<file path="src/rtl/cic_decim_ctrl_if.sv">
// Handshake and datapath-control bundle between the CIC sequencing controller,
// the sample source, the integrator/comb datapath and the downstream consumer.
interface cic_decim_ctrl_if #(
  parameter int WIDTH = 1
);
  logic             en;
  logic             in_valid;
  logic             in_ready;
  logic [WIDTH-1:0] filt_out;
  logic             filt_clr;
  logic             integ_en;
  logic             comb_en;
  logic             out_valid;
  logic             out_ready;
  logic [WIDTH-1:0] out_data;
  logic             overrun;

  // Controller side
  modport slave (
    input  en, in_valid, filt_out, out_ready,
    output in_ready, filt_clr, integ_en, comb_en, out_valid, out_data, overrun
  );

  // Source / datapath / consumer side
  modport master (
    output en, in_valid, filt_out, out_ready,
    input  in_ready, filt_clr, integ_en, comb_en, out_valid, out_data, overrun
  );
endinterface

</file>
<file path="src/rtl/cic_decim_ctrl.sv">
// CIC decimator sequencing controller: integrator/comb enables, clear pulse,
// start-up discard and a one-entry output register. Optional: CIC_CTRL_SETTLE_EN.
module cic_decim_ctrl #(
  parameter int WIDTH  = 1,
  parameter int STAGES = 1,
  parameter int RATE   = 4
) (
  input  logic             clk,
  input  logic             rstn,
  cic_decim_ctrl_if.slave  bus
);

  localparam int              PW   = $clog2(RATE);
  localparam logic [PW-1:0]   LAST = PW'(RATE - 1);

  typedef enum logic [1:0] {
    S_IDLE,
    S_CLEAR,
    S_SETTLE,
    S_RUN
  } state_t;

  state_t           r_state;
  state_t           w_state_next;
  logic [PW-1:0]    r_phase;
  logic             r_cap_pend;
  logic             r_out_valid;
  logic [WIDTH-1:0] r_out_data;
  logic             r_overrun;

  logic w_active;
  logic w_last;
  logic w_in_ready;
  logic w_accept;
  logic w_comb;
  logic w_drop_done;

  assign w_active = (r_state == S_SETTLE) || (r_state == S_RUN);
  assign w_last   = (r_phase == LAST);
  // Stall the last sample of a frame whenever its result would have nowhere to go.
  assign w_in_ready = w_active && !(w_last && (r_cap_pend || (r_out_valid && !bus.out_ready)));
  assign w_accept   = bus.in_valid && w_in_ready;
  assign w_comb     = w_accept && w_last;

`ifdef CIC_CTRL_SETTLE_EN
  localparam int SW = $clog2(STAGES + 1);
  logic [SW-1:0] r_settle_cnt;

  assign w_drop_done = (r_state == S_SETTLE) && r_cap_pend && (r_settle_cnt == SW'(STAGES - 1));

  always_ff @(posedge clk or negedge rstn) begin
    if (!rstn) begin
      r_settle_cnt <= '0;
    end else if (!bus.en || (r_state != S_SETTLE)) begin
      r_settle_cnt <= '0;
    end else if (r_cap_pend) begin
      r_settle_cnt <= r_settle_cnt + 1'b1;
    end
  end
`else
  assign w_drop_done = 1'b1;
`endif

  always_ff @(posedge clk or negedge rstn) begin
    if (!rstn) begin
      r_state <= S_IDLE;
    end else begin
      r_state <= w_state_next;
    end
  end

  always_comb begin
    w_state_next = r_state;
    if (!bus.en) begin
      w_state_next = S_IDLE;
    end else begin
      case (r_state)
        S_IDLE:   w_state_next = S_CLEAR;
`ifdef CIC_CTRL_SETTLE_EN
        S_CLEAR:  w_state_next = S_SETTLE;
`else
        S_CLEAR:  w_state_next = S_RUN;
`endif
        S_SETTLE: if (w_drop_done) w_state_next = S_RUN;
        default:  w_state_next = r_state;
      endcase
    end
  end

  always_ff @(posedge clk or negedge rstn) begin
    if (!rstn) begin
      r_phase    <= '0;
      r_cap_pend <= 1'b0;
    end else if (!bus.en || !w_active) begin
      r_phase    <= '0;
      r_cap_pend <= 1'b0;
    end else begin
      if (w_accept) begin
        r_phase <= r_phase + 1'b1;
      end
      r_cap_pend <= w_comb;
    end
  end

  // Captures taken while settling are dropped; only RUN captures reach the output.
  always_ff @(posedge clk or negedge rstn) begin
    if (!rstn) begin
      r_out_valid <= 1'b0;
      r_out_data  <= '0;
    end else if (!bus.en || !w_active) begin
      r_out_valid <= 1'b0;
    end else if (r_cap_pend && (r_state == S_RUN)) begin
      r_out_valid <= 1'b1;
      r_out_data  <= bus.filt_out;
    end else if (bus.out_ready) begin
      r_out_valid <= 1'b0;
    end
  end

  always_ff @(posedge clk or negedge rstn) begin
    if (!rstn) begin
      r_overrun <= 1'b0;
    end else if ((r_state == S_IDLE) && bus.en) begin
      r_overrun <= 1'b0;
    end else if (w_active && bus.in_valid && !w_in_ready) begin
      r_overrun <= 1'b1;
    end
  end

  assign bus.in_ready  = w_in_ready;
  assign bus.filt_clr  = (r_state == S_CLEAR);
  assign bus.integ_en  = w_accept;
  assign bus.comb_en   = w_comb;
  assign bus.out_valid = r_out_valid;
  assign bus.out_data  = r_out_data;
  assign bus.overrun   = r_overrun;

endmodule
</file>
<file path="src/flat_wrapper.sv">
// flat-port wrapper written by rule: the top's interface ports become plain ports
module cic_decim_ctrl_flat 
#(
  parameter int WIDTH  = 1,
  parameter int STAGES = 1,
  parameter int RATE   = 4
)
  (clk, rstn, bus_en, bus_in_valid, bus_filt_out, bus_out_ready, bus_in_ready, bus_filt_clr, bus_integ_en, bus_comb_en, bus_out_valid, bus_out_data, bus_overrun);
  cic_decim_ctrl_if #(.WIDTH(WIDTH)) bus_i ();
  input  logic clk;
  input  logic rstn;
  input wire logic [$bits(bus_i.en)-1:0] bus_en;
  input wire logic [$bits(bus_i.in_valid)-1:0] bus_in_valid;
  input wire logic [$bits(bus_i.filt_out)-1:0] bus_filt_out;
  input wire logic [$bits(bus_i.out_ready)-1:0] bus_out_ready;
  output wire logic [$bits(bus_i.in_ready)-1:0] bus_in_ready;
  output wire logic [$bits(bus_i.filt_clr)-1:0] bus_filt_clr;
  output wire logic [$bits(bus_i.integ_en)-1:0] bus_integ_en;
  output wire logic [$bits(bus_i.comb_en)-1:0] bus_comb_en;
  output wire logic [$bits(bus_i.out_valid)-1:0] bus_out_valid;
  output wire logic [$bits(bus_i.out_data)-1:0] bus_out_data;
  output wire logic [$bits(bus_i.overrun)-1:0] bus_overrun;
  assign bus_i.en = bus_en;
  assign bus_i.in_valid = bus_in_valid;
  assign bus_i.filt_out = bus_filt_out;
  assign bus_i.out_ready = bus_out_ready;
  assign bus_in_ready = bus_i.in_ready;
  assign bus_filt_clr = bus_i.filt_clr;
  assign bus_integ_en = bus_i.integ_en;
  assign bus_comb_en = bus_i.comb_en;
  assign bus_out_valid = bus_i.out_valid;
  assign bus_out_data = bus_i.out_data;
  assign bus_overrun = bus_i.overrun;
  cic_decim_ctrl #(.WIDTH(WIDTH), .STAGES(STAGES), .RATE(RATE)) u_core (.clk(clk), .rstn(rstn), .bus(bus_i));
endmodule
</file>
<file path="config.mk">
export PLATFORM = sky130hd
export DESIGN_NAME = cic_decim_ctrl_flat
export DESIGN_NICKNAME = d
export VERILOG_FILES = /design/src/rtl/cic_decim_ctrl_if.sv /design/src/rtl/cic_decim_ctrl.sv /design/src/flat_wrapper.sv
export SDC_FILE = /design/constraint.sdc
export NUM_CORES = 1
export LEC_CHECK = 0
export CAP_MARGIN = 20
export CORE_AREA = 5 5 42 44
export DETAILED_ROUTE_END_ITERATION = 10
export DIE_AREA = 0 0 47 49
export PLACE_DENSITY_LB_ADDON = 0.1
export REMOVE_ABC_BUFFERS = 1
export SYNTH_ARGS = -nofsm -noshare
export SYNTH_HDL_FRONTEND = slang
export SYNTH_SLANG_ARGS = --single-unit
</file>
<file path="constraint.sdc">
create_clock -name clk -period 2.8 [get_ports clk]
set_clock_uncertainty 0.05 [all_clocks]
set_input_delay 0.28 -clock clk [delete_from_list [all_inputs] [get_ports clk]]
set_output_delay 0.28 -clock clk [all_outputs]
set_load 0.03 [all_outputs]
</file>
==> results of run 1 <==
through the flow:
stage | area (um^2) | hold slack [ns] | worst slack, ns | cells
4_1_cts | 653 | 0.280 | 0.494 | 75
3_5_place_dp | 631 | 0.432 | 0.526 | 72
6_report | 653 | 0.253 | 0.512 | 75
3_3_place_gp | 631 | 0.434 | 0.522 | 72
5_1_grt | 653 | 0.301 | 0.352 | 75
2_1_floorplan | 490 | -0.0656 | 0.899 | 44
registers in the layout, indices dropped and copies added (netlist names):
register / count
u_core.bus.out_data: 1
u_core.bus.overrun: 1
u_core.r_cap_pend: 1
u_core.r_state: 2
u_core.bus.out_valid: 1
u_core.r_phase: 2
synthesized netlist by cell type:
library cell,count
mux2_1,1
o21ai_0,1
ha_1,5
o31a_1,1
nand3_1,1
o22ai_2,1
nor2_4,1
nand2_1,6
nor3_1,2
nor4b_4,1
nand2b_1,2
a21oi_1,1
a32o_1,1
nor2_1,2
a21boi_0,1
o21a_1,2
inv_1,3
o21a_4,1
dfrtp_1,8
nor2b_4,1
mux2i_1,2
layer usage:
metal	share of wire, %	wire length (um)	up-vias	GRT usage, %
met5	0	0	-	0
met4	4.2	38	0	6.91
met3	9.0	82	5	2.21
met2	40	370	13	13.3
met1	46	424	171	14.1
li1	-	-	185	-
kinds of logic (layout without fill, tap and decap cells):
kind of cell               after synthesis  after routing
muxes                                    3              3
DFF                                      8              8
and+or+nand+nor                         16             16
buffers and inverters                    3             18
AOI/OAI and AO/OA                        9              9
adders and majority gates                5              5
worst paths after layout:
| path | start | endpoint | slack, ns | cells past startpoint |
|---|---|---|---|---|
| min in group clk | u_core.bus.out_data$_DFFE_PN0P_ | u_core.bus.out_data$_DFFE_PN0P_ | 0.44 | 1 |
| hold reg to reg | u_core.bus.out_data$_DFFE_PN0P_ | u_core.bus.out_data$_DFFE_PN0P_ | 0.44 | 1 |
| setup reg to reg | u_core.r_state[0]$_DFFE_PN0P_ | u_core.bus.overrun$_DFFE_PN0P_ | 1.42 | 4 |
| setup / recovery | u_core.r_phase[0]$_DFFE_PN0P_ | bus_comb_en | 0.51 | 4 |
| hold / removal | rstn | u_core.bus.out_valid$_DFFE_PN0P_ | 0.25 | 1 |
| max in group asynchronous | rstn | u_core.bus.out_data$_DFFE_PN0P_ | 2.17 | 1 |
worst register-to-register path, delay by kind of cell, from the launching register on:
family | cells | cell delay [ns]
simple gates | 1 | 0.21
compound gates | 2 | 0.32
fa+ha+maj | 1 | 0.29
flops | 1 | 0.41
final cells by class:
cell class                 instances  share of cell area (%)
sequential                         8                    30.7
inverter                           3                    1.72
tap                               16                    3.07
clock buffer                       3                    3.45
timing repair buffer              12                    18.4
multi-input combinational         33                    42.7
report_power, final:
group | internal [mW] | switching, mW
Sequential | 0.128 | 0.0110
Combinational | 0.0682 | 0.0944
Clock | 0.0493 | 0.0429
Total | 0.246 | 0.148
==> results.toml, run 1 <==
[outcome]
status = "finished, final reports clean"

[cells_and_area]
final-seq-area_um2 = 200
nets = 72
layout_commonest_cell = "clkdlybuf4s50_1"
drive_gt1_share_pct = 13.6
final_cell_mix = "clkdlybuf4s50_1 (12), dfrtp_1 (8), nand2_1 (6)"
multi_input_comb_area_um2 = 279
area_growth_pct = 33.2
postLayoutCoreUtil_pct = 46.6
fillCellCount = 149
n_antenna_cell = 0

[synthesis]
synth.mux.area_fraction_pct = 6.38
synth_warnings = 0
ys_ff_latch = 8
synth_compound_area_share_pct = 16.1
ys_types = 21
syn_avg_cell_area_um2 = 11.1
synth-xor-area-share_pct = 0
yosys-top-cells-area = "dfrtp_1 (41%), ha_1 (13%), nor4b_4 (4.8%)"
netlist.area_leader.share_pct = 40.8
syn_area_um2 = 490
synth_adder_area_share_pct = 12.8
seq_area_frac_synth_pct = 40.8
synth_top_family_by_area = "simple AND/OR/NAND/NOR gates"
syn_inst = 44
yosys.area_share.simple_pct = 21.7
yosysTopAreaCell = "dfrtp_1"

[sta]
maxSlewHeadroom_pct = 74.2
fmax_mhz = 437
tns_ns = 0
hold_viol_final = 0
rsz0062_at_grt = "no"
tightestPinTransition_ns = 0.386
finalCriticalPeriod_ns = 2.29
slew_viol_final = 0
setup_viol = 0
post-route-period-util_pct = 81.7

[hold_path]
hold_class = "in2async"

[job]
cap_violations = 0

[global_route]
grt_max_degree = 9
antenna_found_initial = 0
grt_usage_pct = 10.1
overflow = 0
grt_pass1_vias = 385
grt_pass1_wl_um = 1670

[drt]
routed-via-count = 374
routed_wl_um = 915
ant_nets = 0
vias_per_cell = 4.99
dr.pass1.iters = 2
drt_iter0_markers = 6
drc_errors = 0
wl_per_cell_um = 12.2

[power_and_ir_drop]
ir_worst_vdd_v = 0.000337
p_per_area_nw_per_um2 = 603
total_power_mw = 0.394
p_leak_nw = 0.295

[critical_path]
crit_chain = "ha_1, o21a_4, nor3_1, clkdlybuf4s50_1"
critPathMaxStageDelay_ns = 0.70
crit_slowest_cell = "clkdlybuf4s50_1"
path_max_fanout = 5
worstPathRequired_ns = 2.47
crit_type = "reg2out"
worstPathArrival_ns = 1.96
worstSetupStartpointType = "register"
cp.buffers_inverters = 1
critical_path.top_delay_family = "buffers and inverters"
cp-end-kind = "output pin"

[floorplan]
coreArea_um2 = 1400
rows = 14
io_pins = 13
die_h_um = 49
initial_core_util_pct = 35.0
dieArea_um2 = 2300
die_w_um = 47

[placed_design]
portBuffers = 12
gp_congestion = 0.679
dp_hpwl_um = 714

[clocking]
cts-hold-fix-buffers = 0
cts_buffers = 3
post-cts-setup-buffer-count = 0
cts_htree_levels = 1
cts_resized = 0
cts.clk_slew.worst_paths_ns = 0.06
clock_tree.root_cell = "clkbuf_4"
ctsLongestPathBuffers = 2
clock_latency_ns = 0.26
cts.sinks = 8
cts_tree = "yes"
No activity file was read; power rests on OpenSTA's default activity.
==> run 2: changes to the inputs <==
- clock period: 2.8 -> 2.4 ns (I/O delays scaled with it)
==> results.toml, run 2 (same netlist as run 1, synthesis figures left out) <==
[critical_path]
crit_type = "reg2out"
crit_slowest_cell = "clkdlybuf4s50_1"
r2r_start = "u_core.r_state[0]$_DFFE_PN0P_"
critPathMaxStageDelay_ns = 0.70
path_max_fanout = 5
worstPathRequired_ns = 2.11
worstPathArrival_ns = 1.94
rr_endpoint = "u_core.bus.overrun$_DFFE_PN0P_"
worstSetupStartpointType = "register"
cp-end-kind = "output pin"
r2r_slack_ns = 1.02
reg2reg_depth = 4
crit_chain = "ha_1, o21a_4, nor3_1, clkdlybuf4s50_1"

[cells_and_area]
final_cell_mix = "clkdlybuf4s50_1 (11), dfrtp_1 (8), nand2_1 (6)"
final_cells = 75
n_antenna_cell = 0
nets = 72
drive_gt1_share_pct = 13.6
area_growth_pct = 33.7
reg_top3 = "u_core.r_phase: 2 flops, u_core.r_state: 2 flops"
fillCellCount = 150
layout_commonest_cell = "clkdlybuf4s50_1"
post-route-cell-area_um2 = 656

[drt]
routed-via-count = 374
wl_per_cell_um = 12.2
ant_nets = 0
dr.pass1.iters = 2
drc_errors = 0
vias_per_cell = 4.99
drt_iter0_markers = 6
routed_wl_um = 914

[floorplan]
io_pins = 13
initial_core_util_pct = 35.0
rows = 14
dieArea_um2 = 2300
coreArea_um2 = 1400
die_w_um = 47
die_h_um = 49

[global_route]
grt_max_degree = 9
overflow = 0
antenna_found_initial = 0
grt_usage_pct = 10.1
grt_pass1_vias = 385
grt_pass1_wl_um = 1670

[sta]
finalCriticalPeriod_ns = 2.23
setup_viol = 0
fmax_mhz = 449
rsz0062_at_grt = "no"
hold_viol_final = 0
maxSlewHeadroom_pct = 74.2
post-route-period-util_pct = 92.8
tns_ns = 0
finalHoldWorstSlack_ns = 0.213
tightestPinTransition_ns = 0.386
slew_viol_final = 0

[job]
cap_violations = 0

[clocking]
ctsLongestPathBuffers = 2
cts_buffers = 3
cts_htree_levels = 1
clock_tree.root_cell = "clkbuf_4"
cts_tree = "yes"
cts.clk_slew.worst_paths_ns = 0.06
cts-hold-fix-buffers = 0
clock_latency_ns = 0.26
cts.sinks = 8

[placed_design]
portBuffers = 12
gp_congestion = 0.679
dp.cells = 72
postPlaceCellArea_um2 = 631
dp_hpwl_um = 714

[power_and_ir_drop]
p_per_area_nw_per_um2 = 701
ir_worst_vdd_v = 0.000393
p_leak_nw = 0.313

[outcome]
status = "finished, final reports clean"

[hold_path]
hold_class = "in2async"
run 2: changes by cell type in the layout (fill, tap and decap cells not counted):
cell	before	now
dlymetal6s2s_1	0	1
clkdlybuf4s50_1	12	11
run 2: cell type report:
cell class / instances / area [um^2] / area share, %
clock buffers: 3 / 22.5 / 3.44
inverters: 3 / 11.3 / 1.72
multi-input cells: 33 / 279 / 42.6
flip-flops and latches: 8 / 200 / 30.5
well taps: 16 / 20.0 / 3.05
repair buffers: 12 / 123 / 18.7
run 2: worst max path at each step:
stage,start,to,slack [ns],cells after the start
6_report,u_core.r_phase[0]$_DFFE_PN0P_,bus_integ_en,0.17,4
5_1_grt,u_core.r_state[0]$_DFFE_PN0P_,bus_integ_en,0.05,5
4_1_cts,u_core.r_state[0]$_DFFE_PN0P_,bus_comb_en,0.13,5
3_5_place_dp,bus_out_ready,bus_comb_en,0.21,5
3_3_place_gp,bus_out_ready,bus_comb_en,0.20,5
2_1_floorplan,u_core.bus.out_valid$_DFFE_PN0P_,bus_comb_en,0.54,3
run 2: per-stage QoR:
step / util, % / setup WS [ns] / power [mW]
6_report: 46.8 / 0.174 / 0.460
5_1_grt: 46.8 / 0.0485 / 0.493
4_1_cts: 46.6 / 0.134 / 0.466
3_5_place_dp: 45.0 / 0.206 / 0.356
3_3_place_gp: 45.0 / 0.202 / 0.357
2_1_floorplan: - / 0.539 / 0.296
run 2: critical path: cells and delay by family, from the launching register on:
family | cells | cell delay (ns)
AO/OA/AOI/OAI | 1 | 0.15
adder cells (fa/ha/maj) | 1 | 0.25
buffers and inverters | 1 | 0.70
flip-flops | 1 | 0.39
AND/OR/NAND/NOR | 1 | 0.18
run 2: power by group:
part	leakage [nW]	internal (mW)	switching, mW
Clock	0.0138	0.0575	0.0501
Sequential	0.108	0.149	0.0129
Combinational	0.191	0.0796	0.110
Total	0.313	0.286	0.173
run 2: per-layer routing:
layer  track usage (%)  vias to the layer above  wire (um)
met3              2.21                        5         77
met2              13.3                       13        371
met4              6.91                        0         38
met5                 0                        -          0
li1                  -                      185          -
met1              14.1                      171        427
run 2: timing repair:
action	4_1_cts	5_1_grt
setup buffers	0	0
gates resized for setup	0	1
endpoints found under the setup margin	0	1
hold endpoints to repair	0	0
